File: src/rtl/nibble_deser_pkg.sv
// Shared definitions for the nibble_deser serial-to-parallel converter.
//   out_state_e : encoding of the output holding-register FSM.
//   clog2       : width helper for BIT_CNT (returns at least 1).
package nibble_deser_pkg;

  typedef enum logic {
    ST_EMPTY = 1'b0,
    ST_FULL  = 1'b1
  } out_state_e;

  function automatic int unsigned clog2(input int unsigned value);
    int unsigned result;
    result = 0;
    for (int unsigned i = 0; i < 32; i++) begin
      if ((32'd1 << i) < value) result = i + 1;
    end
    return (result == 0) ? 1 : result;
  endfunction

endpackage

File: src/rtl/nibble_shift_in.sv
// Shift register plus bit counter for nibble_deser.
// Ports:
//   i_clk, i_rst      : clock, synchronous active-high reset
//   i_sin, i_sin_valid: serial bit and its qualifier (always accepted)
//   i_sof             : start of frame, qualified by i_sin_valid
//   o_word            : word including the bit accepted this cycle
//   o_word_done       : strobe, o_word is complete this cycle
//   o_bit_cnt         : bits currently held in the partial word
module nibble_shift_in
  import nibble_deser_pkg::*;
#(
  parameter int unsigned WIDTH     = 4,
  parameter int unsigned MSB_FIRST = 1,
  parameter int unsigned CNT_W     = clog2(WIDTH)
) (
  input  logic             i_clk,
  input  logic             i_rst,
  input  logic             i_sin,
  input  logic             i_sin_valid,
  input  logic             i_sof,
  output logic [WIDTH-1:0] o_word,
  output logic             o_word_done,
  output logic [CNT_W-1:0] o_bit_cnt
);

  logic [WIDTH-1:0] r_shift;
  logic [CNT_W-1:0] r_cnt;
  logic [WIDTH-1:0] w_base;
  logic [WIDTH-1:0] w_shifted;
  logic [CNT_W-1:0] w_cnt_base;
  logic             w_done;

  always_comb begin
    // SOF starts the new word from an empty register so SIN is its first bit.
    w_base     = i_sof ? '0 : r_shift;
    w_cnt_base = i_sof ? '0 : r_cnt;
    if (MSB_FIRST != 0) begin
      w_shifted = {w_base[WIDTH-2:0], i_sin};
    end else begin
      w_shifted = {i_sin, w_base[WIDTH-1:1]};
    end
    w_done = i_sin_valid && (w_cnt_base == CNT_W'(WIDTH - 1));
  end

  always_ff @(posedge i_clk) begin
    if (i_rst) begin
      r_shift <= '0;
      r_cnt   <= '0;
    end else if (i_sin_valid) begin
      r_shift <= w_shifted;
      r_cnt   <= w_done ? '0 : w_cnt_base + CNT_W'(1);
    end
  end

  assign o_word      = w_shifted;
  assign o_word_done = w_done;
  assign o_bit_cnt   = r_cnt;

endmodule

File: src/rtl/nibble_deser.sv
// Serial-to-parallel converter: collects WIDTH serial bits into a word and
// presents it through a one-entry valid/ready holding register.
// Ports:
//   CLK, RST          : clock, synchronous active-high reset
//   SIN, SIN_VALID    : serial bit and its qualifier
//   SOF               : start of frame (discard partial word)
//   CLR_OVR           : clear the sticky OVERRUN flag
//   DOUT, DOUT_VALID  : held word and its valid flag
//   DOUT_READY        : consumer accepts DOUT
//   OVERRUN           : sticky, a completed word was dropped
//   BIT_CNT           : bits held in the partial word
module nibble_deser
  import nibble_deser_pkg::*;
#(
  parameter int unsigned WIDTH     = 4,
  parameter int unsigned MSB_FIRST = 1
) (
  input  logic                     CLK,
  input  logic                     RST,
  input  logic                     SIN,
  input  logic                     SIN_VALID,
  input  logic                     SOF,
  input  logic                     CLR_OVR,
  output logic [WIDTH-1:0]         DOUT,
  output logic                     DOUT_VALID,
  input  logic                     DOUT_READY,
  output logic                     OVERRUN,
  output logic [clog2(WIDTH)-1:0]  BIT_CNT
);

  localparam int unsigned CntW = clog2(WIDTH);

  logic [WIDTH-1:0] w_word;
  logic             w_word_done;
  logic [CntW-1:0]  w_bit_cnt;

  out_state_e       r_state;
  logic [WIDTH-1:0] r_dout;
  logic             r_overrun;

  nibble_shift_in #(
    .WIDTH    (WIDTH),
    .MSB_FIRST(MSB_FIRST),
    .CNT_W    (CntW)
  ) u_shift_in (
    .i_clk      (CLK),
    .i_rst      (RST),
    .i_sin      (SIN),
    .i_sin_valid(SIN_VALID),
    .i_sof      (SOF),
    .o_word     (w_word),
    .o_word_done(w_word_done),
    .o_bit_cnt  (w_bit_cnt)
  );

  always_ff @(posedge CLK) begin
    if (RST) begin
      r_state   <= ST_EMPTY;
      r_dout    <= '0;
      r_overrun <= 1'b0;
    end else begin
      unique case (r_state)
        ST_EMPTY: begin
          if (w_word_done) begin
            r_dout  <= w_word;
            r_state <= ST_FULL;
          end
        end
        ST_FULL: begin
          if (w_word_done) begin
            // Consumer takes the old word as the new one lands: no bubble.
            if (DOUT_READY) r_dout <= w_word;
          end else if (DOUT_READY) begin
            r_state <= ST_EMPTY;
          end
        end
        default: r_state <= ST_EMPTY;
      endcase
      // A new drop wins over a simultaneous clear.
      if (r_state == ST_FULL && w_word_done && !DOUT_READY) begin
        r_overrun <= 1'b1;
      end else if (CLR_OVR) begin
        r_overrun <= 1'b0;
      end
    end
  end

  assign DOUT       = r_dout;
  assign DOUT_VALID = (r_state == ST_FULL);
  assign OVERRUN    = r_overrun;
  assign BIT_CNT    = w_bit_cnt;

endmodule

File: config.mk
export PLATFORM = sky130hd
export DESIGN_NAME = nibble_deser
export DESIGN_NICKNAME = d
export VERILOG_FILES = /design/src/rtl/nibble_deser_pkg.sv /design/src/rtl/nibble_shift_in.sv /design/src/rtl/nibble_deser.sv
export SDC_FILE = /design/constraint.sdc
export NUM_CORES = 1
export LEC_CHECK = 0
export ABC_AREA = 1
export BUFFER_PORTS_ARGS = -buffer_cell sky130_fd_sc_hd__buf_2
export CAP_MARGIN = 20
export CORE_MARGIN = 2
export CORE_UTILIZATION = 30
export CTS_CLUSTER_DIAMETER = 200
export DETAILED_ROUTE_END_ITERATION = 10
export SLEW_MARGIN = 10
export SYNTH_ARGS = -nofsm -noshare
export SYNTH_HDL_FRONTEND = slang
export SYNTH_SLANG_ARGS = --single-unit
File: constraint.sdc
create_clock -name CLK -period 1.55 [get_ports CLK]
set_clock_uncertainty 0.1 [all_clocks]
set_input_delay 0.0775 -clock CLK [delete_from_list [all_inputs] [get_ports CLK]]
set_output_delay 0.0775 -clock CLK [all_outputs]
set_load 0.05 [all_outputs]
After elaboration in Yosys (flattened, before gate mapping) --
Index checks and enable logic that the tools add are counted. W data, S select, Z words.
Cells by class: add/sub/neg operators 1, multipliers 0, divide/modulo/power cells 0, magnitude comparators 0, equality and inequality tests 4, shift-type cells 0, multiplexer cells 13, bitwise logic cells 1, reduce and logical (&&, ||, !) cells 6
Operators with widths (count):
- $mux W4 | 3
- $pmux W4 S2 | 1
- $mux W1 | 5
- $mux W2 | 2
- $ne A2 B1 Y1 const B | 2
- $logic_and A1 B1 Y1 | 3
- $mux W3 | 1
- $reduce_and A3 Y1 | 1
- $add A2 B1 Y2 const B | 1
- $eq A2 B2 Y1 const B | 1
- $ne A2 B2 Y1 const B | 1
- $pmux W1 S2 | 1
- $reduce_bool A2 Y1 | 1
- $logic_not A1 Y1 | 1
- $not A1 Y1 | 1
Word-level totals: bits in registers 11, latch bits 0, bits in writable memories 0, memory bits (read-only) 0, logic and storage cells 30, memories kept 0

Depth between registers and ports, before layout --
depth in word-level cells 6, depth in mapped cells 9

Cells and area by module --
A second synthesis with hierarchy kept.
Second synthesis, totals: cells, all modules 72, area, all modules 498.0 µm²
Modules (own cells, without submodules):
- nibble_deser | times used 1, cells each 36, area each 252.7 µm², seq. area each 120.1 µm²
- nibble_shift_in | times used 1, cells each 36, area each 245.2 µm², seq. area each 100.1 µm²

Least setup slack after synthesis --
No wires, ideal clock.
kind register to register, start point reg u_shift_in.r_cnt[0], in the netlist u_shift_in.o_bit_cnt[0], end point reg r_dout[0], in the netlist DOUT[0], setup time 0.117 ns, arrival time 1.301 ns, required time 1.333 ns, path slack 0.033 ns, cell stages (with the launch flop) 9, path buffers 0, cell sequence dfxtp_1 > nand2_1 > inv_1 > ha_1 > nand2_4 > inv_6 > nand3_1 > nand2_1 > nor2_1
On the way: word-level cells in the longest chain between the ends 5, elaborated cells on any way between the ends 6
Ends and longest elaborated chain:
- start: declaration | line nibble_shift_in.sv:27 | logic [CNT_W-1:0] r_cnt;
- start signal: assignment | line nibble_shift_in.sv:51 | r_cnt <= w_done ? '0 : w_cnt_base + CNT_W'(1);
- $mux W2 * | line nibble_shift_in.sv:36 | w_cnt_base = i_sof ? '0 : r_cnt;
- $eq A2 B2 Y1 * | line nibble_shift_in.sv:42 | w_done = i_sin_valid && (w_cnt_base == CNT_W'(WIDTH - 1));
- $logic_and A1 B1 Y1 * | line nibble_shift_in.sv:42
- $ne A2 B1 Y1 (no source line)
- $reduce_and A3 Y1 (no source line) *
- end signal: assignment | line nibble_deser.sv:65 | r_dout <= w_word;
- end signal: assignment | line nibble_deser.sv:72 | if (DOUT_READY) r_dout <= w_word;
- end: declaration | line nibble_deser.sv:38 | logic [WIDTH-1:0] r_dout;
Every way passes the cells marked *; elsewhere a longest branch is shown, timed or not. A chain may end at the register's enable or synchronous reset.

Worst setup path in the final report --
start point reg u_shift_in.r_cnt[1], in the netlist u_shift_in.o_bit_cnt[1], end point reg r_dout[1], in the netlist DOUT[1]
Same word-level chain as after synthesis.

==> flow_metrics.py <==
metrics = {
    "run_status": {
        "outcome": "completed",
    },
    "cells_and_area": {
        "post_layout_net_count": 92,
        "antenna_cells_inserted": 0,
        "share_of_final_layout_standard_cells_stronger_than_drive_strength_1_pct": 26.51,
        "flow.area_growth_from_synthesis_pct": 30.37,
    },
    "yosys": {
        "postSynthNetCount": 70,
        "synth_compound_area_share_pct": 15.45,
        "synth-seq-area-share_pct": 46.07,
        "cell_types_occupying_the_most_area_after_synthesis": "sky130_fd_sc_hd__dfxtp_1 (46%), sky130_fd_sc_hd__a21oi_1 (10%), sky130_fd_sc_hd__nand2_1 (8.6%), sky130_fd_sc_hd__inv_1 (7.1%), sky130_fd_sc_hd__nand3_1 (6.3%)",
        "synth_largest_type_area_fraction_pct": 46.07,
        "ys_ff_latch": 11,
        "muxShareOfSynthArea_pct": 0,
        "netlist_instances": 62,
        "yosysWarningCount": 0,
        "ys_types": 14,
        "synthDominantAreaCellType": "sky130_fd_sc_hd__dfxtp_1",
        "synth_top_family_by_area": "simple AND/OR/NAND/NOR gates",
        "adder_cell_area_share_of_the_yosys_netlist_pct": 2.618,
        "synth-xor-area-share_pct": 0,
        "post_synth_and_or_nand_nor_area_fraction_pct": 24.61,
        "syn_area_per_cell_um2": 7.709,
        "syn_area_um2": 478.0,
    },
    "worst_setup_path": {
        "worst_setup_path_end_kind": "flip-flop",
        "timing.critical_path.arrival_ps": 1290,
        "path_common_cell": "sky130_fd_sc_hd__nor2_1",
        "crit_path_cell_trace": "inv_1 -> nor2_1 -> ha_1 -> nand2_4 -> inv_6 -> nand3_1 -> nand2_1 -> nor2_1",
        "critical_path.top_delay_family": "flip-flops",
        "start_kind": "flip-flop",
        "critPathRequiredTime_ps": 1610,
        "worstPathMaxFanout": 9,
        "timing.critical_path.slowest_cell_delay_ps": 340,
        "critPathSlowestCell": "sky130_fd_sc_hd__dfxtp_1",
        "criticalPathCategory": "flip-flop to flip-flop",
        "critical_path_buf_inv_count": 2,
    },
    "timing": {
        "post-route-period-util_pct": 79.44,
        "unrepaired_setup_endpoints_after_global_routing": "false",
        "max_slew_margin_vs_limit_pct": 83.29,
        "fin_crit_ps": 1231,
        "tightest_slew_ps": 252.4,
        "highest_clock_frequency_the_design_can_meet_mhz": 812.1,
        "fin_max_slew_vios": 0,
        "setup-violations-final": 0,
        "setup_tns_ps": 0,
        "report.final.hold_viol_count": 0,
    },
    "pwr": {
        "power.density_cell_area_nw_per_um2": 877.0,
        "report.power.total_mw": 0.5465,
        "power.leakage_nw": 0.3099,
        "irDropWorstVdd_mv": 0.3864,
    },
    "place": {
        "hpwlAfterDp_um": 649.2,
        "globalplace.congestion": 0.7869,
        "portBuffers": 14,
    },
    "floorplanning": {
        "start_util_pct": 31.73,
        "num_io_pins": 15,
        "dieWidth_um": 43.92,
        "coreArea_um2": 1506,
        "design.die.area_um2": 1929,
        "chipHeight_um": 43.92,
        "row_count": 14,
    },
    "grt": {
        "number_of_antenna_violations_at_the_first_check_in_global_routing": 0,
        "global_route.usage.total_pct": 10.56,
        "first_global_vias": 388,
        "overflow_left_after_global_routing": 0,
        "wire_length_of_the_first_global_routing_pass_um": 1469,
        "maximum_number_of_pins_on_one_net_before_global_route_repair": 11,
    },
    "cts": {
        "clock_tree.root_cell": "sky130_fd_sc_hd__clkbuf_4",
        "cts_buffers": 3,
        "tritoncts_clock_tree": "yes",
        "clk_path_buf_depth": 2,
        "cts_sink_cnt": 11,
        "h_tree_depth": 1,
        "clk_pin_slew_worst_paths_ps": 70,
        "clkLatencyLatePin_ps": 260,
        "count_of_buffers_added_by_post_cts_timing_repair_for_setup": 0,
    },
    "drt": {
        "post_drt_wl_per_cell_um": 9.101,
        "wirelength_um": 901,
        "via_count": 446,
        "detail_route.iter0.violations": 2,
        "drt-vias-per-instance": 4.505,
        "drt_drc_violations_left": 0,
        "firstDrtPassIters": 4,
        "final_antenna_net_count": 0,
    },
    "hold_path": {
        "holdCritPathClass": "primary input to flip-flop",
    },
    "flow_run": {
        "max-cap-violations": 0,
    },
}
## area by class of cell
class,count,area (um2)
flip-flops and latches,11,220.2
repair buffers,18,110.1
well taps,16,20.02
multi-input cells,40,203.9
fillers,172,883.3
clock buffers,4,26.28
inverters,10,42.54
## cell usage in the layout, fill, tap and decap left out, drive strengths merged
| cell | count |
|---|---|
| ha | 1 |
| nor2 | 5 |
| inv | 10 |
| buf | 14 |
| o21ai | 3 |
| dfxtp | 11 |
| nand3 | 7 |
| clkbuf | 4 |
| a21oi | 11 |
| nand2 | 13 |
| dlygate4sd3 | 4 |
## per-stage QoR
step / setup WS [ps] / instances / instance area (um2) / utilization (%) / hold slack [ps]
after floorplan: 32.86 / 62 / 478.0 / - / 39.94
after global placement: 337.7 / 91 / 556.8 / 36.96 / 206.8
after detailed placement: 323.2 / 91 / 556.8 / 36.96 / 208.0
after CTS: 305.8 / 99 / 623.1 / 41.36 / 30.07
after global routing: 140.7 / 99 / 623.1 / 41.36 / 53.71
final: 318.6 / 99 / 623.1 / 41.36 / 35.97
## power breakdown
part	leakage, nW	internal (mW)	switching [mW]
clock network	0.0150	0.0994	0.0938
logic	0.205	0.0232	0.0358
registers	0.0896	0.290	0.00386
total	0.310	0.413	0.134
## path summary, 6_finish.rpt
| check | startpoint | endpoint | slack [ps] | depth (start not counted) |
|---|---|---|---|---|
| setup reg to reg | u_shift_in.o_bit_cnt[1] | DOUT[1] | 320 | 8 |
| setup / recovery | u_shift_in.o_bit_cnt[1] | DOUT[1] | 320 | 8 |
| hold reg to reg | OVERRUN | OVERRUN | 380 | 2 |
| hold / removal | SIN_VALID | u_shift_in.r_shift[2] | 40 | 2 |
## kinds of logic after synthesis
kind of cell / count (synthesis)
adders and majority gates: 1
AOI/OAI and AO/OA: 14
DFF: 11
and+or+nand+nor: 25
buffers and inverters: 11
## metal layers
layer	wire length, um	GRT usage (%)	up-vias
met2	403	16.18	16
met5	0	0	-
met3	63	5.000	2
li1	-	-	240
met4	12	5.455	0
met1	420	12.18	188
## state kept, by name (all words and copies together) (netlist names)
| name | cells |
|---|---|
| OVERRUN | 1 |
| DOUT | 4 |
| u_shift_in.o_bit_cnt | 2 |
| u_shift_in.r_shift | 3 |
| DOUT_VALID | 1 |
## cell usage after synthesis
master / instances
sky130_fd_sc_hd__nand2_4: 1
sky130_fd_sc_hd__o21ai_0: 3
sky130_fd_sc_hd__a21oi_2: 1
sky130_fd_sc_hd__a21oi_1: 10
sky130_fd_sc_hd__nand2_1: 11
sky130_fd_sc_hd__buf_6: 1
sky130_fd_sc_hd__inv_1: 9
sky130_fd_sc_hd__inv_6: 1
sky130_fd_sc_hd__ha_1: 1
sky130_fd_sc_hd__nand2_2: 1
sky130_fd_sc_hd__nand3_1: 6
sky130_fd_sc_hd__nor2_1: 5
sky130_fd_sc_hd__dfxtp_1: 11
sky130_fd_sc_hd__nand3_2: 1
## repair_timing
item / 4_1_cts / 5_1_grt
hold buffers: 4 / 0
hold endpoints to repair: 5 / 0
gates resized for setup: 0 / 0
Note: power is estimated with default switching activity, not from simulation.
